==> src/rtl/mod_updown_counter.sv <==
// Modulo-MOD up/down counter with clamped parallel load, terminal-count pulse and sticky overflow flag.
// Define COUNTER_SATURATE_EN to hold at the range limits instead of wrapping.
module mod_updown_counter #(
    parameter int N   = 8,
    parameter int MOD = 256
) (
    input  logic         clk,
    input  logic         rst,
    input  logic         en,
    input  logic         up,
    input  logic         load,
    input  logic [N-1:0] load_val,
    input  logic         clr_ovf,
    output logic [N-1:0] count,
    output logic         tc,
    output logic         ovf
);

    localparam logic [N-1:0] MAX_VAL = N'(MOD - 1);
    localparam logic [N-1:0] ONE     = N'(1);

    logic         boundary;
    logic [N-1:0] load_clamped;
    logic [N-1:0] count_step;

    // With MOD == 2**N the compare against MAX_VAL reduces to native roll-over.
    assign boundary     = en && (up ? (count == MAX_VAL) : (count == '0));
    assign load_clamped = (load_val > MAX_VAL) ? MAX_VAL : load_val;

    always_comb begin
        count_step = count;
        if (boundary) begin
`ifdef COUNTER_SATURATE_EN
            count_step = count;
`else
            count_step = up ? '0 : MAX_VAL;
`endif
        end else if (en) begin
            count_step = up ? (count + ONE) : (count - ONE);
        end
    end

    always_ff @(posedge clk) begin
        if (rst) begin
            count <= '0;
            tc    <= 1'b0;
            ovf   <= 1'b0;
        end else if (load) begin
            count <= load_clamped;
            tc    <= 1'b0;
            if (clr_ovf)
                ovf <= 1'b0;
        end else begin
            count <= count_step;
            tc    <= boundary;
            // A boundary on the same edge as a clear keeps the flag set.
            if (boundary)
                ovf <= 1'b1;
            else if (clr_ovf)
                ovf <= 1'b0;
        end
    end

endmodule
==> config.mk <==
export PLATFORM = sky130hd
export DESIGN_NAME = mod_updown_counter
export DESIGN_NICKNAME = d
export VERILOG_FILES = /design/src/rtl/mod_updown_counter.sv
export SDC_FILE = /design/constraint.sdc
export NUM_CORES = 1
export LEC_CHECK = 0
export ABC_CLOCK_PERIOD_IN_PS = 2400
export BUFFER_PORTS_ARGS = -buffer_cell sky130_fd_sc_hd__buf_2
export CAP_MARGIN = 40
export CORE_MARGIN = 2
export CORE_UTILIZATION = 41
export CTS_CLUSTER_DIAMETER = 60
export DETAILED_ROUTE_END_ITERATION = 6
export PLACE_DENSITY = 0.67
export SLEW_MARGIN = 10
export SYNTH_ARGS = -nofsm -noshare
export SYNTH_HDL_FRONTEND = slang
export SYNTH_SLANG_ARGS = --single-unit
==> constraint.sdc <==
create_clock -name clk -period 2.4 [get_ports clk]
set_input_delay 0.12 -clock clk [delete_from_list [all_inputs] [get_ports clk]]
set_output_delay 0.12 -clock clk [all_outputs]
set_load 0.01 [all_outputs]
* After elaboration in Yosys (flattened, before gate mapping)
Cells that the tools add are included.
** Cells by class
- Bitwise logic cells :: 0
- Reductions and logical operators :: 4
- Multiply operators :: 0
- Equal/unequal tests :: 1
- Shift operators :: 0
- Div/mod/pow operators :: 0
- Mux-type cells :: 10
- Magnitude comparators :: 1
- Add/sub/neg operators :: 2
** Operators by type and width (count)
- $mux 8 :: 6
- $add 8x1->8 const B :: 1
- $eq 8x8->1 const B :: 1
- $gt 8x8->1 const B :: 1
- $logic_not 8->1 :: 1
- $sub 8x1->8 const B :: 1
- $mux 1 :: 4
- $reduce_bool 3->1 :: 1
- $reduce_or 2->1 :: 1
- $logic_and 1x1->1 :: 1
** Word-level totals
- Latch bits :: 0
- Register bits after elaboration :: 10
- Bits in writable memories :: 0
- Memories kept :: 0
- Memory bits (read-only) :: 0
- Bits of input ports :: 14
- Output and inout bits :: 10
- Word-level logic and storage cells :: 21

* Depth between registers and ports, before layout
Gate-level depths: netlist of the first run.
- Word-level depth :: 5
- Gate-level depth with buffers :: 8
- Mapped depth without buffers :: 8

* Worst setup path before layout of the first run
No wires, ideal clock.
- Path type :: flip-flop to flip-flop
- Start point :: register count[1]
- End point :: register count[7]
- Setup time :: 116 ps
- Clock period less this slack :: 1847 ps
- Slack :: 553 ps
- Data arrival time :: 1731 ps
- Data required time :: 2284 ps
- Cell stages (with the launch flop) :: 8
- Cell sequence :: dfxtp_1 > ha_1 > a211oi_2 > o311ai_2 > o31ai_2 > xor2_1 > mux2i_1 > nor2_1
** On the way
- Longest elaborated chain between the ends :: 5
- Elaborated cells between the ends (all ways) :: 11
- Those cells by class :: add/sub: 2; eq/ne: 1; mux: 5; reduce/logical: 3
** Ends and longest elaborated chain
- start: declaration :: RTL line 14 : output logic [N-1:0] count,
- start signal: assignment :: RTL line 49 : count <= load_clamped;
- start signal: assignment :: RTL line 54 : count <= count_step;
- $sub 8x1->8, or another cell as far along :: RTL line 39 : count_step = up ? (count + ONE) : (count - ONE);
- $mux 8 / $mux 1 (equally long branches) :: RTL line 39, 27
- $mux 8 / $logic_and 1x1->1 (equally long branches) :: RTL line 38, 27
- $mux 8 :: RTL line 32 : if (boundary) begin
- $mux 8 :: RTL line 48 : end else if (load) begin
Several ways; a longest one is shown, not always the timed one. The select of a mux whose other input is x is not followed.
A chain may end at the register's enable or synchronous reset.

* Worst setup path after layout of the first run
Ends and elaborated chain as after synthesis.

==> results of run 1 <==
==> where the power goes <==
| group | internal, mW | switching (mW) | total (mW) |
|---|---|---|---|
| Sequential | 0.178 | 0.0193 | 0.198 |
| Clock | 0.0921 | 0.0616 | 0.154 |
| Combinational | 0.0790 | 0.0867 | 0.166 |
==> flip-flops by register name (all words and copies together) (netlist names) <==
name,count
count,8
ovf,1
tc,1
==> layout make-up <==
class	count	area, sq um
fill	185	823
multi-input combinational	85	547
sequential	10	200
timing repair buffer	23	115
clock buffer	4	36.3
tap	25	31.3
inverter	3	11.3
==> worst max-delay path: cells and delay by family, from the launching register on <==
family	cells	cell delay, ns
AOI/OAI and AO/OA	3	0.61
xor gates and xnor gates	1	0.19
adders and majority gates	1	0.29
DFF	1	0.43
muxes	1	0.19
and+or+nand+nor	1	0.06
==> cell families after synthesis <==
group           count (synthesis)  share of synthesized area (%)
simple gates                   46                           27.7
flops                          10                           25.6
mux                             1                           1.28
xor+xnor                        7                           7.85
compound gates                 24                           21.0
fa+ha+maj                       7                           12.2
buf+inv                         8                           4.33
==> per-layer routing <==
layer	global-route usage (%)	up-vias	wire length (um)
li1	-	408	-
met5	0	-	0
met1	22.8	336	836
met3	5.66	0	93
met2	29.5	19	797
met4	4.86	0	0
==> synthesized netlist by cell type (2+ instances only) <==
| library cell | count |
|---|---|
| nor4_1 | 2 |
| nor2_1 | 18 |
| dfxtp_1 | 10 |
| o21ai_0 | 2 |
| a311oi_1 | 3 |
| inv_1 | 3 |
| nand2_1 | 8 |
| nor3_1 | 5 |
| nand4_1 | 3 |
| xnor2_1 | 5 |
| ha_1 | 6 |
| xor2_1 | 2 |
| a21oi_1 | 14 |
| buf_1 | 3 |
| nor2b_1 | 5 |
==> per-stage QoR <==
stage	utilization [%]	power (mW)	cells	instance area, sq um	setup slack, ns
after floorplan	-	0.324	103	781	0.553
after detailed placement	51.3	0.368	146	905	0.412
after global placement	51.3	0.366	146	905	0.455
after global routing	53.3	0.556	150	941	0.418
after CTS	53.3	0.525	150	941	0.504
final	53.3	0.517	150	941	0.525
==> final timing paths <==
check / from / endpoint / cells after the start
max: count[1] / count[7] / 7
min: load_val[0] / count[0] / 3
max reg2reg: count[1] / count[7] / 7
min reg2reg: ovf / ovf / 2
==> flow_summary.toml, run 1 <==
[status]
status = "finished, final reports clean"

[clocking]
cts_num_sinks = 10
cts_resized = 0
cts_hold_buf = 0
cts_buffers = 3
cts_buffer_depth = 2
clkSlewWorstSetupHoldPaths_ns = 0.07
h-tree-depth = 1
worstSkewPairLatency_ns = 0.26
cts_root_buffer = "clkbuf_4"
cts_tree = "done"
post_cts_buffers = 0

[pwr]
power.density_nw_per_um2 = 550
max-vdd-ir-drop_mv = 0.310
p_leak_nw = 0.430

[timing]
rsz0062_at_grt = "false"
fmax_ghz = 0.533
maxSlewViolCount = 0
final-setup-viol-count = 0
worstMarginPinSlew_ns = 0.327
skew_ns = 0.000573
slew_headroom_pct = 78.1
setup_tns_ns = 0
fin_crit_ns = 1.88
min_period_over_period_pct = 78.1
whs_ns = 0.0876
finalHoldViolations = 0

[synthesis]
synth_warnings = 0
ys_seq_area_share_pct = 25.6
synth_area_leaders = "dfxtp_1 (26%), ha_1 (9.6%), a21oi_1 (9.0%)"
avgSynthCellArea_sq_um = 7.58
ys_types = 29
synth_top_area_cell = "dfxtp_1"
synth_area_sq_um = 781
synth-edff-count = 0
syn_nets = 124
async_reset_ff_share_pct = 0
ys_ff_latch = 10
ys.flop_type = "dfxtp_1"
synth_top_area_share_pct = 25.6
synthCells = 103

[worst_setup_path]
crit_slowest_cell = "dfxtp_1"
startpoint_type = "register"
rrSetupSlack_ns = 0.52
cp.required_ns = 2.56
path_max_fanout = 6
end_kind = "register"
max_stage_delay_ns = 0.43
path_cells = "ha_1 > a211oi_2 > o311ai_2 > o31ai_2 > xor2_1 > mux2i_1 > nor2_1"
worstSetupPathType = "register to register"
cp.arrival_ns = 2.04

[floorplanning]
die_h_um = 47.6
start_util_pct = 44.3
die_w_um = 47.6
rows = 15
core_area_sq_um = 1760
die_area_sq_um = 2270
io_pins = 24

[drt]
postRouteAntennaNets = 0
vias = 763
drt_pre_antenna_iters = 4
wl_um = 1730
drt_iter0_drc = 9
drc = 0
vias_per_cell = 5.09
wl_per_cell_um = 11.5

[grt]
antenna_found_initial = 0
track_usage_pct = 18.0
grt_first_pass_wirelength_um = 2810
grt-ovfl-total = 0
grt_max_degree = 20
grt_pass1_vias = 661

[placed_design]
hpwl_um = 1350
place_congestion = 0.802
io_buffers = 23

[cells_and_area]
layout_commonest_cell = "buf_2"
layout-drive-gt1-share_pct = 24.8
antenna-diode-count = 0
final_cell_mix = "buf_2 (23), nor2_1 (18), a21oi_1 (14)"
nets = 147
area_growth_syn_to_layout_pct = 20.5

[flow_run]
max-cap-violations = 0

[worst_hold_path]
min_path_type = "input port to register"
Power figures use the tool's default switching activity.
==> run 2, diff against run 1 <==
--- a/config.mk
+++ b/config.mk
@@ -5,14 +5,14 @@
 export SDC_FILE = /design/constraint.sdc
 export NUM_CORES = 1
 export LEC_CHECK = 0
-export ABC_CLOCK_PERIOD_IN_PS = 2400
+export ABC_CLOCK_PERIOD_IN_PS = 1600
 export BUFFER_PORTS_ARGS = -buffer_cell sky130_fd_sc_hd__buf_2
 export CAP_MARGIN = 40
 export CORE_MARGIN = 2
 export CORE_UTILIZATION = 41
 export CTS_CLUSTER_DIAMETER = 60
 export DETAILED_ROUTE_END_ITERATION = 6
-export PLACE_DENSITY = 0.67
+export PLACE_DENSITY = 0.7
 export SLEW_MARGIN = 10
 export SYNTH_ARGS = -nofsm -noshare
 export SYNTH_HDL_FRONTEND = slang
==> constraint.sdc (replaced) <==
create_clock -name clk -period 1.6 [get_ports clk]
set_input_delay 0.08 -clock clk [delete_from_list [all_inputs] [get_ports clk]]
set_output_delay 0.08 -clock clk [all_outputs]
set_load 0.01 [all_outputs]
==> run 2 against run 1 <==
The flow now finishes with violations (negative setup slack). Die area is the same. Critical endpoint unchanged. Cell area grew 25%. First-iteration DRC count grew 67%. Sequential share of layout area shrank 3.6 points. Wire length grew 26%. Combinational power grew 110%. Fmax grew 8.4%. Largest cell class unchanged. Via count grew 18%.
==> flow_summary.toml, run 2 (synthesis gave the netlist of run 1 again) <==
[status]
status = "finished, violations left"
violations = "negative setup slack"

[clocking]
clkSlewWorstSetupHoldPaths_ns = 0.07
cts_buffer_depth = 2
cts_buffers = 3
post_cts_buffers = 0
cts_root_buffer = "clkbuf_4"
cts_tree = "done"
cts_num_sinks = 10
h-tree-depth = 1
worstSkewPairLatency_ns = 0.27

[pwr]
finalPower_mw = 0.890
max-vdd-ir-drop_mv = 0.541
p_leak_nw = 0.520
power.density_nw_per_um2 = 754

[floorplanning]
die_h_um = 47.6
die_w_um = 47.6
core_area_sq_um = 1760
io_pins = 24
die_area_sq_um = 2270
start_util_pct = 44.3
rows = 15

[placed_design]
dpl-instance-area_sq_um = 1110
hpwl_um = 1590
place_congestion = 0.859
io_buffers = 23

[grt]
track_usage_pct = 21.2
grt_pass1_vias = 752
grt-ovfl-total = 0
antenna_found_initial = 0
grt_first_pass_wirelength_um = 3260
grt_max_degree = 20

[flow_run]
max-cap-violations = 0

[cells_and_area]
fin_util_pct = 66.9
fin_area_sq_um = 1180
reg.largest.list = "count x8, ovf x1, tc x1"
largest_reg_flops = 8
final_cell_mix = "buf_2 (23), buf_4 (19), nor2_1 (18)"
regMostFlops = "count"
nets = 166
area_growth_syn_to_layout_pct = 51.1
layout-drive-gt1-share_pct = 46.5
antenna-diode-count = 0
layout_commonest_cell = "buf_2"

[worst_hold_path]
min_path_type = "input port to register"
min_from = "load_val[1]"
whs_path_depth = 3
holdPathEnd = "count[1]"

[drt]
wl_um = 2180
drt_iter0_drc = 15
vias = 904
postRouteAntennaNets = 0
top_layer = "met4"
vias_per_cell = 5.35
wl_per_cell_um = 12.9
routed-wl-met3_um = 95
route.met2.wl_um = 1050
drt_pre_antenna_iters = 4
m1WireLength_um = 975
drc = 0

[worst_setup_path]
reg2reg_depth = 7
path_max_fanout = 4
cp.required_ns = 1.77
r2r_start = "count[1]"
worstSetupPathType = "register to register"
cp.arrival_ns = 1.90
end_kind = "register"
rr_endpoint = "count[7]"
startpoint_type = "register"
rrSetupSlack_ns = -0.13

[timing]
maxSlewViolCount = 0
fin_crit_ns = 1.73
skew_ns = 0.00246
min_period_over_period_pct = 108
worstMarginPinSlew_ns = 0.330
finalHoldViolations = 0
fmax_ghz = 0.578
setup_tns_ns = -0.289
whs_ns = 0.0356
final-setup-viol-count = 4
setup_ws_ns = -0.130
slew_headroom_pct = 78.0
rsz0062_at_grt = "true"
-- run 2: cell count changes in the layout (fill, tap and decap cells not counted), sizes merged --
cell	change
clkinvlp	+1
buf	+19
inv	-1
-- run 2: routing by layer --
| metal | GRT usage, % | vias up |
|---|---|---|
| met5 | 0 | - |
| met4 | 10.3 | 0 |
| met3 | 4.53 | 6 |
| met2 | 33.5 | 25 |
| met1 | 27.5 | 428 |
| li1 | - | 445 |
-- run 2: worst max-delay path: stages, from the launching register on --
cell      delay (ns)
dfxtp_4         0.37
ha_4            0.24
a211oi_2        0.19
o311ai_2        0.13
o31ai_2         0.23
xor2_1          0.20
mux2i_1         0.20
nor2_1          0.06
-- run 2: through the flow --
step	cells	setup WS, ns
CTS	169	-0.139
finish	169	-0.130
detailed placement	165	-0.336
global route	169	-0.267
floorplan	103	-0.0838
global placement	165	-0.310
-- run 2: cell type report --
cell class	count	area [sq um]
Multi-Input combinational cell	85	631
Fill cell	171	584
Timing Repair Buffer	42	258
Sequential cell	10	209
Clock buffer	4	36.3
Tap cell	25	31.3
Inverter	3	15.0
-- run 2: report_power, final --
part,internal [mW],total (mW),switching [mW]
registers,0.269,0.296,0.0267
clock network,0.138,0.240,0.101
logic,0.184,0.354,0.170
-- run 2: worst max path at each step --
stage              from  cells after the start        to
3_5_place_dp         up                      9  count[7]
6_report       count[1]                      7  count[7]
4_1_cts        count[1]                      7  count[7]
5_1_grt        count[1]                      7  count[7]
2_1_floorplan  count[1]                      7  count[7]
3_3_place_gp         up                      9  count[7]
-- run 2: what timing repair did --
action                                  4_1_cts  5_1_grt
resized for setup                             2        5
hold buffers                                  0        0
hold endpoints to repair                      0        0
cloned                                        0        0
pin swaps                                     2        2
endpoints found under the setup margin        4        9
==> run 3, diff against run 2 <==
--- a/config.mk
+++ b/config.mk
@@ -10,6 +10,7 @@
 export CAP_MARGIN = 40
 export CORE_MARGIN = 2
 export CORE_UTILIZATION = 41
+export CTS_BUF_LIST = sky130_fd_sc_hd__clkbuf_8
 export CTS_CLUSTER_DIAMETER = 60
 export DETAILED_ROUTE_END_ITERATION = 6
 export PLACE_DENSITY = 0.7
==> run 3 against run 2 <==
The flow still finishes with violations (negative setup slack). First-iteration DRC count shrank 13%. Final cell count is the same. Clock power grew 36%. Die area is the same. Fmax shrank 0.12%. Core utilization grew 0.85 points. Global-route usage grew 0.54 points. Clock-buffer cell count is the same. Wire length grew 3.8%. Critical endpoint unchanged. Largest cell class unchanged.
==> flow_summary.toml, run 3 (synthesis gave the netlist of run 1 again) <==
[status]
status = "finished, violations left"
violations = "negative setup slack"

[timing]
fmax_ghz = 0.577
min_period_over_period_pct = 108
worstMarginPinSlew_ns = 0.340
fin_crit_ns = 1.73
maxSlewViolCount = 0
finalHoldViolations = 0
slew_headroom_pct = 77.3
setup_tns_ns = -0.304
rsz0062_at_grt = "true"
final-setup-viol-count = 4
setup_ws_ns = -0.132
whs_ns = 0.0711
skew_ns = 0.000718

[pwr]
max-vdd-ir-drop_mv = 0.504
finalPower_mw = 0.976
internal_power_mw = 0.670
switching_share_pct = 31.3
switchingPower_mw = 0.306
power.density_nw_per_um2 = 817
p_seq_share_pct = 30.4
comb_power_share_pct = 36.2
p_leak_nw = 0.527
power_frac_clock_pct = 33.4

[clocking]
h-tree-depth = 1
cts_buffer_depth = 2
cts_hold_buf = 0
worstSkewPairLatency_ns = 0.24
post_cts_buffers = 0
cts_num_sinks = 10
cts_buffers = 3
clkSlewWorstSetupHoldPaths_ns = 0.05
cts_root_buffer = "clkbuf_8"
cts_tree = "done"

[grt]
grt_max_degree = 20
track_usage_pct = 21.8
grt_first_pass_wirelength_um = 3340
antenna_found_initial = 0
grt-ovfl-total = 0
grt_pass1_vias = 762

[floorplanning]
die_area_sq_um = 2270
start_util_pct = 44.3
die_h_um = 47.6
io_pins = 24
core_area_sq_um = 1760
rows = 15
die_w_um = 47.6

[worst_setup_path]
startpoint_type = "register"
reg2reg_depth = 7
end_kind = "register"
cp.required_ns = 1.73
startpoint = "count[1]"
worstSetupPathType = "register to register"
r2r_start = "count[1]"
cp.arrival_ns = 1.86
rr_endpoint = "count[7]"
path_max_fanout = 4
rrSetupSlack_ns = -0.13

[cells_and_area]
reg.largest.list = "count x8, ovf x1, tc x1"
antenna-diode-count = 0
layout-drive-gt1-share_pct = 45.8
fin_util_pct = 67.7
fillerInstances = 168
nets = 166
layoutNonFillerInstCount = 169
area_growth_syn_to_layout_pct = 53.0
layout_commonest_cell = "buf_2"
largest_reg_flops = 8
final_cell_mix = "buf_2 (23), buf_4 (19), nor2_1 (18)"
regMostFlops = "count"
fin_area_sq_um = 1190

[drt]
drt_pre_antenna_iters = 4
wl_per_cell_um = 13.4
postRouteAntennaNets = 0
vias_per_cell = 5.31
drc = 0
wl_um = 2260
drt_iter0_drc = 13
vias = 897

[placed_design]
hpwl_um = 1590
io_buffers = 23
place_congestion = 0.859
dp.cells = 165
place_ws_ns = -0.336
dpl-instance-area_sq_um = 1110

[worst_hold_path]
min_from = "load_val[1]"
whs_path_depth = 3
min_path_type = "input port to register"
holdPathEnd = "count[1]"

[flow_run]
max-cap-violations = 0
[run 3: cell counts in the layout (fill, tap and decap cells not counted)]
No cell type changed its count.
[run 3: per-layer routing]
metal  track usage [%]  wire, um
met1              28.2      1010
met2              34.6      1110
met3              4.53        85
met4              10.3        63
met5                 0         0
[run 3: critical path, stage by stage (launching register included)]
cell,delay [ns]
dfxtp_4,0.36
ha_4,0.24
a211oi_2,0.19
o311ai_2,0.13
o31ai_2,0.23
xor2_1,0.20
mux2i_1,0.20
nor2_1,0.06
[run 3: repair_timing]
action	4_1_cts	5_1_grt
resized for setup	2	4
pin swaps	2	1
setup endpoints to repair	4	9
endpoints found under the hold margin	0	0
[run 3: worst max-delay path by stage]
stage	slack [ns]	end
final	-0.13	count[7]
after global routing	-0.27	count[7]
after CTS	-0.14	count[7]
after detailed placement	-0.34	count[7]
after global placement	-0.31	count[7]
after floorplan	-0.08	count[7]
[run 3: final cells by class]
class	instances	area, sq um	area share, %
Inverter	3	15.0	1.26
Tap cell	25	31.3	2.62
Sequential cell	10	209	17.5
Clock buffer	4	55.1	4.61
Timing Repair Buffer	42	258	21.6
Multi-Input combinational cell	85	627	52.5
[run 3: power by group through the flow]
stage	clock network, mW	logic [mW]	registers, mW
5_1_grt	0.341	0.389	0.299
4_1_cts	0.331	0.342	0.294
2_1_floorplan	0	0.197	0.309
3_3_place_gp	0	0.324	0.299
6_report	0.326	0.353	0.297
3_5_place_dp	0	0.332	0.299
